## src/rtl/sifive_reset_sequencer_if.sv

```systemverilog
// Purpose: bundles the request/lock/software-reset inputs and the sequenced
//          reset outputs of sifive_reset_sequencer.
// Signals:
//   areq      async reset request, active-high
//   locked    async per-channel lock/ready
//   sw_reset  sync 1-cycle per-channel software re-reset pulse
//   reset_out active-high per-channel resets, bit 0 released first
//   done      all channels released
//   state     0=HOLD 1=RELEASE 2=RUN
// Modports: master drives requests and observes resets; slave is the sequencer.
interface sifive_reset_sequencer_if #(
    parameter int unsigned CHANNELS = 4
);
    logic                areq;
    logic [CHANNELS-1:0] locked;
    logic [CHANNELS-1:0] sw_reset;
    logic [CHANNELS-1:0] reset_out;
    logic                done;
    logic [1:0]          state;

    modport master (
        output areq,
        output locked,
        output sw_reset,
        input  reset_out,
        input  done,
        input  state
    );

    modport slave (
        input  areq,
        input  locked,
        input  sw_reset,
        output reset_out,
        output done,
        output state
    );
endinterface

```

## src/rtl/sifive_reset_sequencer.sv

```systemverilog
// Purpose: releases CHANNELS active-high resets one at a time in index order
//          after a debounced request drop, gated by each channel's lock and a
//          fixed inter-release gap. Lock loss or a software reset on a released
//          channel re-asserts it and every higher channel, then re-sequences.
// Ports:
//   clock    sequencer clock
//   reset_n  synchronous active-low hard reset
//   bus      sifive_reset_sequencer_if.slave (areq, locked, sw_reset in;
//            reset_out, done, state out, all registered)
module sifive_reset_sequencer #(
    parameter int unsigned CHANNELS      = 4,
    parameter int unsigned SYNC_STAGES   = 4,
    parameter int unsigned DEBOUNCE_BITS = 8,
    parameter int unsigned GAP_BITS      = 4
) (
    input  logic                     clock,
    input  logic                     reset_n,
    sifive_reset_sequencer_if.slave  bus
);

    localparam int unsigned KW = (CHANNELS > 1) ? $clog2(CHANNELS) : 1;
    localparam logic [DEBOUNCE_BITS-1:0] DEB_MAX = '1;
    localparam logic [GAP_BITS-1:0]      GAP_MAX = '1;
    localparam logic [KW-1:0]            K_LAST  = KW'(CHANNELS - 1);

    typedef enum logic [1:0] {
        ST_HOLD    = 2'd0,
        ST_RELEASE = 2'd1,
        ST_RUN     = 2'd2
    } state_e;

    logic [SYNC_STAGES-1:0]               areq_sync_q;
    logic [SYNC_STAGES-1:0][CHANNELS-1:0] lock_sync_q;
    logic                                 areq_s;
    logic [CHANNELS-1:0]                  locked_s;

    state_e                     state_q, state_d;
    logic [KW-1:0]              k_q, k_d;
    logic [DEBOUNCE_BITS-1:0]   deb_q, deb_d;
    logic [GAP_BITS-1:0]        gap_q, gap_d;
    logic [CHANNELS-1:0]        rst_out_q, rst_out_d;
    logic                       done_q, done_d;

    logic [CHANNELS-1:0]        released_c;
    logic [CHANNELS-1:0]        roll_cand_c;
    logic                       roll_hit_c;
    logic [KW-1:0]              roll_j_c;

    // Plain shift-chain synchronisers; reset to "request asserted, not locked".
    always_ff @(posedge clock) begin
        if (!reset_n) begin
            areq_sync_q <= '1;
            lock_sync_q <= '0;
        end else begin
            areq_sync_q <= {areq_sync_q[SYNC_STAGES-2:0], bus.areq};
            lock_sync_q <= {lock_sync_q[SYNC_STAGES-2:0], bus.locked};
        end
    end

    assign areq_s   = areq_sync_q[SYNC_STAGES-1];
    assign locked_s = lock_sync_q[SYNC_STAGES-1];

    // Lowest released channel that lost lock or got a software reset.
    always_comb begin
        released_c = '0;
        for (int i = 0; i < CHANNELS; i++) begin
            released_c[i] = (state_q == ST_RUN) ||
                            ((state_q == ST_RELEASE) && (KW'(i) < k_q));
        end
        roll_cand_c = (bus.sw_reset | ~locked_s) & released_c;
        roll_hit_c  = |roll_cand_c;
        roll_j_c    = '0;
        for (int i = CHANNELS - 1; i >= 0; i--) begin
            if (roll_cand_c[i]) begin
                roll_j_c = KW'(i);
            end
        end
    end

    // Next-state: request override first, then rollback, then in-order release.
    always_comb begin
        state_d   = state_q;
        k_d       = k_q;
        deb_d     = deb_q;
        gap_d     = gap_q;
        rst_out_d = rst_out_q;
        done_d    = done_q;

        if (areq_s) begin
            state_d   = ST_HOLD;
            k_d       = '0;
            deb_d     = DEB_MAX;
            rst_out_d = '1;
            done_d    = 1'b0;
        end else begin
            case (state_q)
                ST_HOLD: begin
                    rst_out_d = '1;
                    if (deb_q != '0) begin
                        deb_d = deb_q - DEBOUNCE_BITS'(1);
                    end else begin
                        state_d = ST_RELEASE;
                        k_d     = '0;
                        gap_d   = GAP_MAX;
                    end
                end
                ST_RELEASE, ST_RUN: begin
                    if (roll_hit_c) begin
                        for (int i = 0; i < CHANNELS; i++) begin
                            if (KW'(i) >= roll_j_c) begin
                                rst_out_d[i] = 1'b1;
                            end
                        end
                        k_d     = roll_j_c;
                        gap_d   = GAP_MAX;
                        done_d  = 1'b0;
                        state_d = ST_RELEASE;
                    end else if (state_q == ST_RELEASE) begin
                        if (!locked_s[k_q]) begin
                            gap_d = GAP_MAX;
                        end else if (gap_q != '0) begin
                            gap_d = gap_q - GAP_BITS'(1);
                        end else begin
                            rst_out_d[k_q] = 1'b0;
                            gap_d          = GAP_MAX;
                            if (k_q == K_LAST) begin
                                state_d = ST_RUN;
                                done_d  = 1'b1;
                            end else begin
                                k_d = k_q + KW'(1);
                            end
                        end
                    end
                end
                default: begin
                    state_d   = ST_HOLD;
                    k_d       = '0;
                    deb_d     = DEB_MAX;
                    rst_out_d = '1;
                    done_d    = 1'b0;
                end
            endcase
        end
    end

    // Sequencer state register.
    always_ff @(posedge clock) begin
        if (!reset_n) begin
            state_q   <= ST_HOLD;
            k_q       <= '0;
            deb_q     <= DEB_MAX;
            gap_q     <= GAP_MAX;
            rst_out_q <= '1;
            done_q    <= 1'b0;
        end else begin
            state_q   <= state_d;
            k_q       <= k_d;
            deb_q     <= deb_d;
            gap_q     <= gap_d;
            rst_out_q <= rst_out_d;
            done_q    <= done_d;
        end
    end

    assign bus.reset_out = rst_out_q;
    assign bus.done      = done_q;
    assign bus.state     = state_q;

endmodule

```

## src/flat_wrapper.sv

```systemverilog
// flat-port wrapper written by rule: the top's interface ports become plain ports
module sifive_reset_sequencer_flat 
#(
    parameter int unsigned CHANNELS      = 4,
    parameter int unsigned SYNC_STAGES   = 4,
    parameter int unsigned DEBOUNCE_BITS = 8,
    parameter int unsigned GAP_BITS      = 4
)
  (clock, reset_n, bus_areq, bus_locked, bus_sw_reset, bus_reset_out, bus_done, bus_state);
  sifive_reset_sequencer_if #(.CHANNELS(CHANNELS)) bus_i ();
  input  logic clock;
  input  logic reset_n;
  input wire logic [$bits(bus_i.areq)-1:0] bus_areq;
  input wire logic [$bits(bus_i.locked)-1:0] bus_locked;
  input wire logic [$bits(bus_i.sw_reset)-1:0] bus_sw_reset;
  output wire logic [$bits(bus_i.reset_out)-1:0] bus_reset_out;
  output wire logic [$bits(bus_i.done)-1:0] bus_done;
  output wire logic [$bits(bus_i.state)-1:0] bus_state;
  assign bus_i.areq = bus_areq;
  assign bus_i.locked = bus_locked;
  assign bus_i.sw_reset = bus_sw_reset;
  assign bus_reset_out = bus_i.reset_out;
  assign bus_done = bus_i.done;
  assign bus_state = bus_i.state;
  sifive_reset_sequencer #(.CHANNELS(CHANNELS), .SYNC_STAGES(SYNC_STAGES), .DEBOUNCE_BITS(DEBOUNCE_BITS), .GAP_BITS(GAP_BITS)) u_core (.clock(clock), .reset_n(reset_n), .bus(bus_i));
endmodule
```

## config.mk

```make
export PLATFORM = sky130hd
export DESIGN_NAME = sifive_reset_sequencer_flat
export DESIGN_NICKNAME = d
export VERILOG_FILES = /design/src/rtl/sifive_reset_sequencer_if.sv /design/src/rtl/sifive_reset_sequencer.sv /design/src/flat_wrapper.sv
export SDC_FILE = /design/constraint.sdc
export NUM_CORES = 1
export LEC_CHECK = 0
export BUFFER_PORTS_ARGS = -buffer_cell sky130_fd_sc_hd__buf_4
export CAP_MARGIN = 20
export CELL_PAD_IN_SITES_DETAIL_PLACEMENT = 1
export CELL_PAD_IN_SITES_GLOBAL_PLACEMENT = 2
export CORE_ASPECT_RATIO = 0.5
export CORE_MARGIN = 4
export CORE_UTILIZATION = 31
export DETAILED_ROUTE_END_ITERATION = 8
export PLACE_DENSITY = 0.76
export SKIP_CTS_REPAIR_TIMING = 1
export SLEW_MARGIN = 10
export SYNTH_ARGS = -nofsm -noshare
export SYNTH_HDL_FRONTEND = slang
export SYNTH_SLANG_ARGS = --single-unit
```

## constraint.sdc

```tcl
create_clock -name clock -period 5.88 [get_ports clock]
set_input_delay 0.588 -clock clock [delete_from_list [all_inputs] [get_ports clock]]
set_output_delay 0.588 -clock clock [all_outputs]
set_load 0.03 [all_outputs]
```

Yosys cells after proc, flatten, opt, wreduce, memory -nomap -nowiden:

Cells that the tools add are included.

* memory bits (read-only): 0
* output and inout port bits: 7
* word-level logic and storage cells: 123
* bits in latches: 0
* input bits: 11
* register bits: 41
* memory bits (writable): 0
* memories kept: 0

* order comparisons: 10
* multiply operators: 0
* bitwise operators: 9
* mux-type cells: 44
* reduce and logical (&&, ||, !) cells: 28
* equal/unequal tests: 15
* add/sub/neg operators: 3
* shift-type cells: 0
* div/mod/pow operators: 0

Operator list (number)
* two-way mux 4 bit: 9
* two-way mux 2 bit: 16
* AND reduction 4 bit: 5
* one-hot mux 8 bit (2 select lines): 1
* AND reduction 5 bit: 3
* two-way mux 1 bit: 11
* != test 2 bit (second input constant): 5
* != test 3 x 1 -> 1 bit (second input constant): 3
* AND 4 bit: 2
* two-way mux 8 bit: 1
* inverter 4 bit: 2
* one-hot mux 2 bit (2 select lines): 2
* one-hot mux 4 bit (2 select lines): 1
* nonzero test 8 bit: 1
* subtractor 8 x 1 -> 8 bit (second input constant): 1
* != test 3 x 2 -> 1 bit (second input constant): 2
* nonzero test 2 bit: 3
* logical AND 1 bit: 5
* == test 2 bit (second input constant): 2
* greater-or-equal comparator 1 x 2 -> 1 bit (first input constant): 2
* greater-or-equal comparator 2 bit (first input constant): 2
* logical OR 1 bit: 4
* < comparator 1 x 2 -> 1 bit (first input constant): 2
* < comparator 2 bit (first input constant): 2
* 17 further kinds: 22

Longest topological paths before layout:

* depth after elaboration: 11
* gate-level depth with buffers: 7
* mapped depth without buffers: 7

Worst setup path after synthesis:

Ideal clock, no wire load.

* path type: register -> register
* start: register u_core.state_q[0], in the netlist u_core.bus.state[0]
* end: register u_core.deb_q[6]
* period minus slack after synthesis: 2.109 ns
* data required time: 5.750 ns
* path slack: 3.771 ns
* buffers on the path: 1
* arrival time: 1.979 ns
* library setup time: 0.130 ns
* cell stages (with the launch flop): 8
* path through: dfxtp_1 inv_1 ha_1 buf_1 a311oi_1 nand4b_1 xor2_1 nand2_1

* word-level cells in the longest chain between the ends: 4
* elaborated cells between the ends (all ways): 8
* classes of those cells: eq/ne (3); mux (1); bitwise (1); reduce/logical (3)

RTL lines
* start, declared: RTL line sifive_reset_sequencer.sv:37 `state_e state_q, state_d;`
* start signal, assigned: RTL line sifive_reset_sequencer.sv:156 `state_q <= state_d;`
* == test 2 x 1 -> 1 bit / == test 2 bit (equally long branches): RTL line sifive_reset_sequencer.sv:96 `case (state_q)`
* OR reduction 2 bit: RTL line sifive_reset_sequencer.sv:96
* inverter 1 bit (no line)
* AND reduction 2 bit (no line)
* end signal, assigned: RTL line sifive_reset_sequencer.sv:151 `deb_q <= DEB_MAX;`
* end signal, assigned: RTL line sifive_reset_sequencer.sv:158 `deb_q <= deb_d;`
* end, declared: RTL line sifive_reset_sequencer.sv:39 `logic [DEBOUNCE_BITS-1:0] deb_q, deb_d;`

Several ways; a longest one is shown, not always the timed one.
A chain may end at the register's enable or synchronous reset.

Worst setup path in the final report:

* start: register u_core.state_q[0], in the netlist u_core.bus.state[0]
* end: register u_core.state_q[0], in the netlist u_core.bus.state[0]

* word-level cells in the longest chain between the ends: 7
* elaborated cells between the ends (all ways): 22
* classes of those cells: eq/ne (7); mux (2); bitwise (1); reduce/logical (12)

RTL lines
* == test 2 x 1 -> 1 bit: RTL line sifive_reset_sequencer.sv:68, sifive_reset_sequencer.sv:96, sifive_reset_sequencer.sv:118
* logical AND 1 bit: RTL line sifive_reset_sequencer.sv:68 `((state_q == ST_RELEASE) && (KW'(i) < k_q));`
* logical OR 1 bit: RTL line sifive_reset_sequencer.sv:67 `released_c[i] = (state_q == ST_RUN) ||`
* AND 4 bit: RTL line sifive_reset_sequencer.sv:70 `roll_cand_c = (bus.sw_reset | ~locked_s) & released_c;`
* OR reduction 4 bit: RTL line sifive_reset_sequencer.sv:71 `roll_hit_c = |roll_cand_c;`
* != test 3 x 1 -> 1 bit (no line) (tied with other cells)
* AND reduction 5 bit (no line) / one-hot mux 2 bit (2 select lines) (equally long branches)

Several ways; a longest one is shown, not always the timed one.

==> results.txt <==
- For this run, design rule violations remaining after detail routing come to 0.
- For this run, the post-layout net count is approximately 250.
- Buffers placed on the I/O ports in this run total 17.
- Number of optimization iterations in the first detailed-route pass: 4
* Non-filler cells in the finished layout: 311
* Final-layout worst hold slack: 408 ps
* Pin count of the biggest net entering global routing: 29
* WL final: roughly 4300 um
* Final Critical Period: 2220 ps
- Via count of the routed design: about 1500
- Share of Yosys cell area claimed by the top area cell type: 42.3%
- The area growth from synthesis to layout is 19.2%.
- Cell chosen for the clock root: sky130_fd_sc_hd__clkbuf_16
- After synthesis, the cell types taking the most area are sky130_fd_sc_hd__dfxtp_1, sky130_fd_sc_hd__ha_1, sky130_fd_sc_hd__and2_1.
- Slowest cell on the critical path: sky130_fd_sc_hd__dfxtp_1
- Antenna violations before repair: 0
- Worst Setup End Kind: flop
* Static leakage: 0.931 nW
- Final Wtd Congestion: 0.775
- Dividing the detail-routed wire length by the instance count gives 13.7 um.
* H-tree levels: 2
* Top FF cell, synth: sky130_fd_sc_hd__dfxtp_1
- After synthesis the cells add up to 1940 um2.
* CTS max path bufs: 2
* Crit-path cells: inv_1, ha_1, a21oi_1, o221a_2, nand3_1, o21ai_0, mux2i_1
* Launching instance or port of the critical path: u_core.bus.state[0]
- Initial Util: between 30% and 40%
- In this design, the stage delay of the slowest critical-path cell is 450 ps.
- The later pin in the worst-skew pair is clocked with a latency of 280 ps.
- Critical Path RT: 6100 ps
* Worst slew margin relative to its limit: a little over half
- Startpoint of the worst hold path: u_core.areq_sync_q[2]
- Post-synthesis net count: 226
- The via count of the first global-routing pass was 1539.
* Most frequent standard cell in the layout excluding fill and tap cells: sky130_fd_sc_hd__dfxtp_1
* Number of filler instances in the final layout: 713
- The max-slew violation count came to 0.
* Setup TNS Final: 0 ps
- Global-route wire length before repair: 7470 um
- Of the available clock period, the critical path in the final layout requires 37.8%.
- Diode count: 0
- Worst slack after detailed placement: 3720 ps
- Placeable core area: ~6100 um2
- Placed wire-length estimate: 3220 um
* Count of different cell masters after synthesis: 47
- The run finished with clean final reports.
- Yosys synthesis warning count: 0
- Dividing the detail-routed via count by the number of cells gives 4.77.
* Flop and latch count out of synthesis: between 40 and 50
* Number of instances in the placed design: 303
* Count of routing violations after the opening detailed-route iteration: 68
- In this run the worst path has a maximum fanout of 7.
- CP Buf/Inv Count: 1
* Total of max-cap violations: 0
* Horizontal die dimension: ~120 um
- Maximum vdd ir drop: 0.000100 V
- Buffers inserted during clock tree synthesis total 5.
* Power density normalized to cell area: about 250 nW/um2
- The library cells used most frequently in the layout, excluding fill and tap cells, are sky130_fd_sc_hd__dfxtp_1, sky130_fd_sc_hd__and2_1, sky130_fd_sc_hd__buf_4, sky130_fd_sc_hd__nand2_1, sky130_fd_sc_hd__ha_1.
- Final setup violation count: 0
- Fin Clk Skew: 3.22 ps
- Startpoint of the worst register-to-register path: u_core.bus.state[0]
- In the final layout, the share of cells above drive strength 1 is 15.7%.
- Share of flip-flops with an asynchronous set or reset after synthesis: 0%
- Number of instances in the synthesized netlist: between 200 and 250
- Max Clock Freq: 0.450 GHz
- Path class of the lowest-slack min-delay path: flop to flop
- Summed over all instances, the cell type with the most area after synthesis is sky130_fd_sc_hd__dfxtp_1.
- Ports: 18
- The count of nets left with antenna violations once routing finished came out at 0.
- Hold Vio Cnt, Final: 0
* Height of the die: about 64 um
- TritonCTS built the clock tree.
- The worst path meets setup with 3660 ps of slack.
* Slew at the pin closest to its max-slew limit: 679 ps
* GRT Resource Usage Total: between 10% and 20%
- The critical path is of the flop to flop type.
- STA classifies the critical path startpoint as a flop.
- Die area: between 7000 and 8000 um2
- Data arrival at the endpoint of the critical path: 2440 ps
- Fraction of the yosys area taken by sequential cells: a little over two fifths
- Unrepaired setup endpoints after global routing: false
- Post-Synthesis Mean Instance Area: approximately 9.6 um2
* Kind of cell adding the most delay to the critical path: compound AO/OA/AOI/OAI gates
* Number of enable-type register cells in the synthesized netlist: 0
* Gr ovfl total: 0
* Clock transition at the register clock pins on the worst setup and hold paths after CTS: 60 ps
- Count of clock tree sinks: 41
- Num rows: 20
logic make-up (layout without fill, tap and decap cells):
| kind of cell | count (synthesis) | after routing | share of synthesized area, % |
|---|---|---|---|
| mux | 4 | 4 | 2.71 |
| flops | 41 | 41 | 42.3 |
| simple gates | 84 | 84 | 26.0 |
| fa+ha+maj | 13 | 13 | 8.38 |
| xor+xnor | 5 | 5 | 2.26 |
| buf+inv | 16 | 37 | 3.09 |
| compound gates | 39 | 39 | 15.2 |
worst paths after layout:
| path | end | slack (ps) | cells after the start |
|---|---|---|---|
| worst max-delay path | u_core.bus.state[0] | 3660 | 7 |
| worst min-delay path | u_core.areq_sync_q[3] | 410 | 1 |
| worst max register to register | u_core.bus.state[0] | 3660 | 7 |
| worst min register to register | u_core.areq_sync_q[3] | 410 | 1 |
worst register-to-register path, cell delays in order, from the launching register on:
cell and delay (ps):
sky130_fd_sc_hd__dfxtp_1 450, sky130_fd_sc_hd__inv_1 100, sky130_fd_sc_hd__ha_1 300, sky130_fd_sc_hd__a21oi_1 260, sky130_fd_sc_hd__o221a_2 250, sky130_fd_sc_hd__nand3_1 190, sky130_fd_sc_hd__o21ai_0 380, sky130_fd_sc_hd__mux2i_1 230
per-layer routing:
layer / part of all wire (%) / up-vias / GRT usage [%]
met2: 47 / 10 / 20.2
met3: 2.8 / 2 / 3.54
li1: - / 752 / -
met1: 50 / 720 / 15.7
met4: 0.70 / 0 / 2.57
met5: 0 / - / 0
sequential cells by signal, summed over array words and instances, names as in the netlist:
signal and flops:
u_core.gap_q 4, u_core.bus.state 2, u_core.deb_q 8, u_core.lock_sync_q 12
u_core.k_q 2, u_core.locked_s 4, u_core.bus.done 1, u_core.areq_sync_q 4
u_core.bus.reset_out 4
synthesized netlist by cell type (4+ instances only):
cell type                  instances
sky130_fd_sc_hd__o21ai_0           7
sky130_fd_sc_hd__nor2_1            9
sky130_fd_sc_hd__a21oi_1           8
sky130_fd_sc_hd__nand3_1           4
sky130_fd_sc_hd__nor2b_1           6
sky130_fd_sc_hd__nand2b_1          8
sky130_fd_sc_hd__dfxtp_1          41
sky130_fd_sc_hd__and2_1           19
sky130_fd_sc_hd__xor2_1            4
sky130_fd_sc_hd__ha_1             13
sky130_fd_sc_hd__inv_1            12
sky130_fd_sc_hd__nand2_1          16
power breakdown:
part           internal, W  switching, W
sequential        0.000282    0.00000136
clock             0.000160      0.000120
combinational   0.00000772    0.00000524
per-stage QoR:
step	utilization (%)	instance area [um2]	power, W
3_3_place_gp	35.7	2160	0.000303
4_1_cts	38.2	2310	0.000586
5_1_grt	38.2	2310	0.000600
6_report	38.2	2310	0.000577
2_1_floorplan	-	1940	0.000297
3_5_place_dp	35.7	2160	0.000303
final cells by class:
cell class	instances	area, um2	share of cell area, %
clock buffer	5	125	5.41
clock inverter	3	25.0	1.08
inverter	12	45.0	1.95
multi-input combinational	145	1060	45.8
sequential	41	821	35.5
tap	88	110	4.76
timing repair buffer	17	128	5.52
Note: power is estimated with default switching activity, not from simulation.
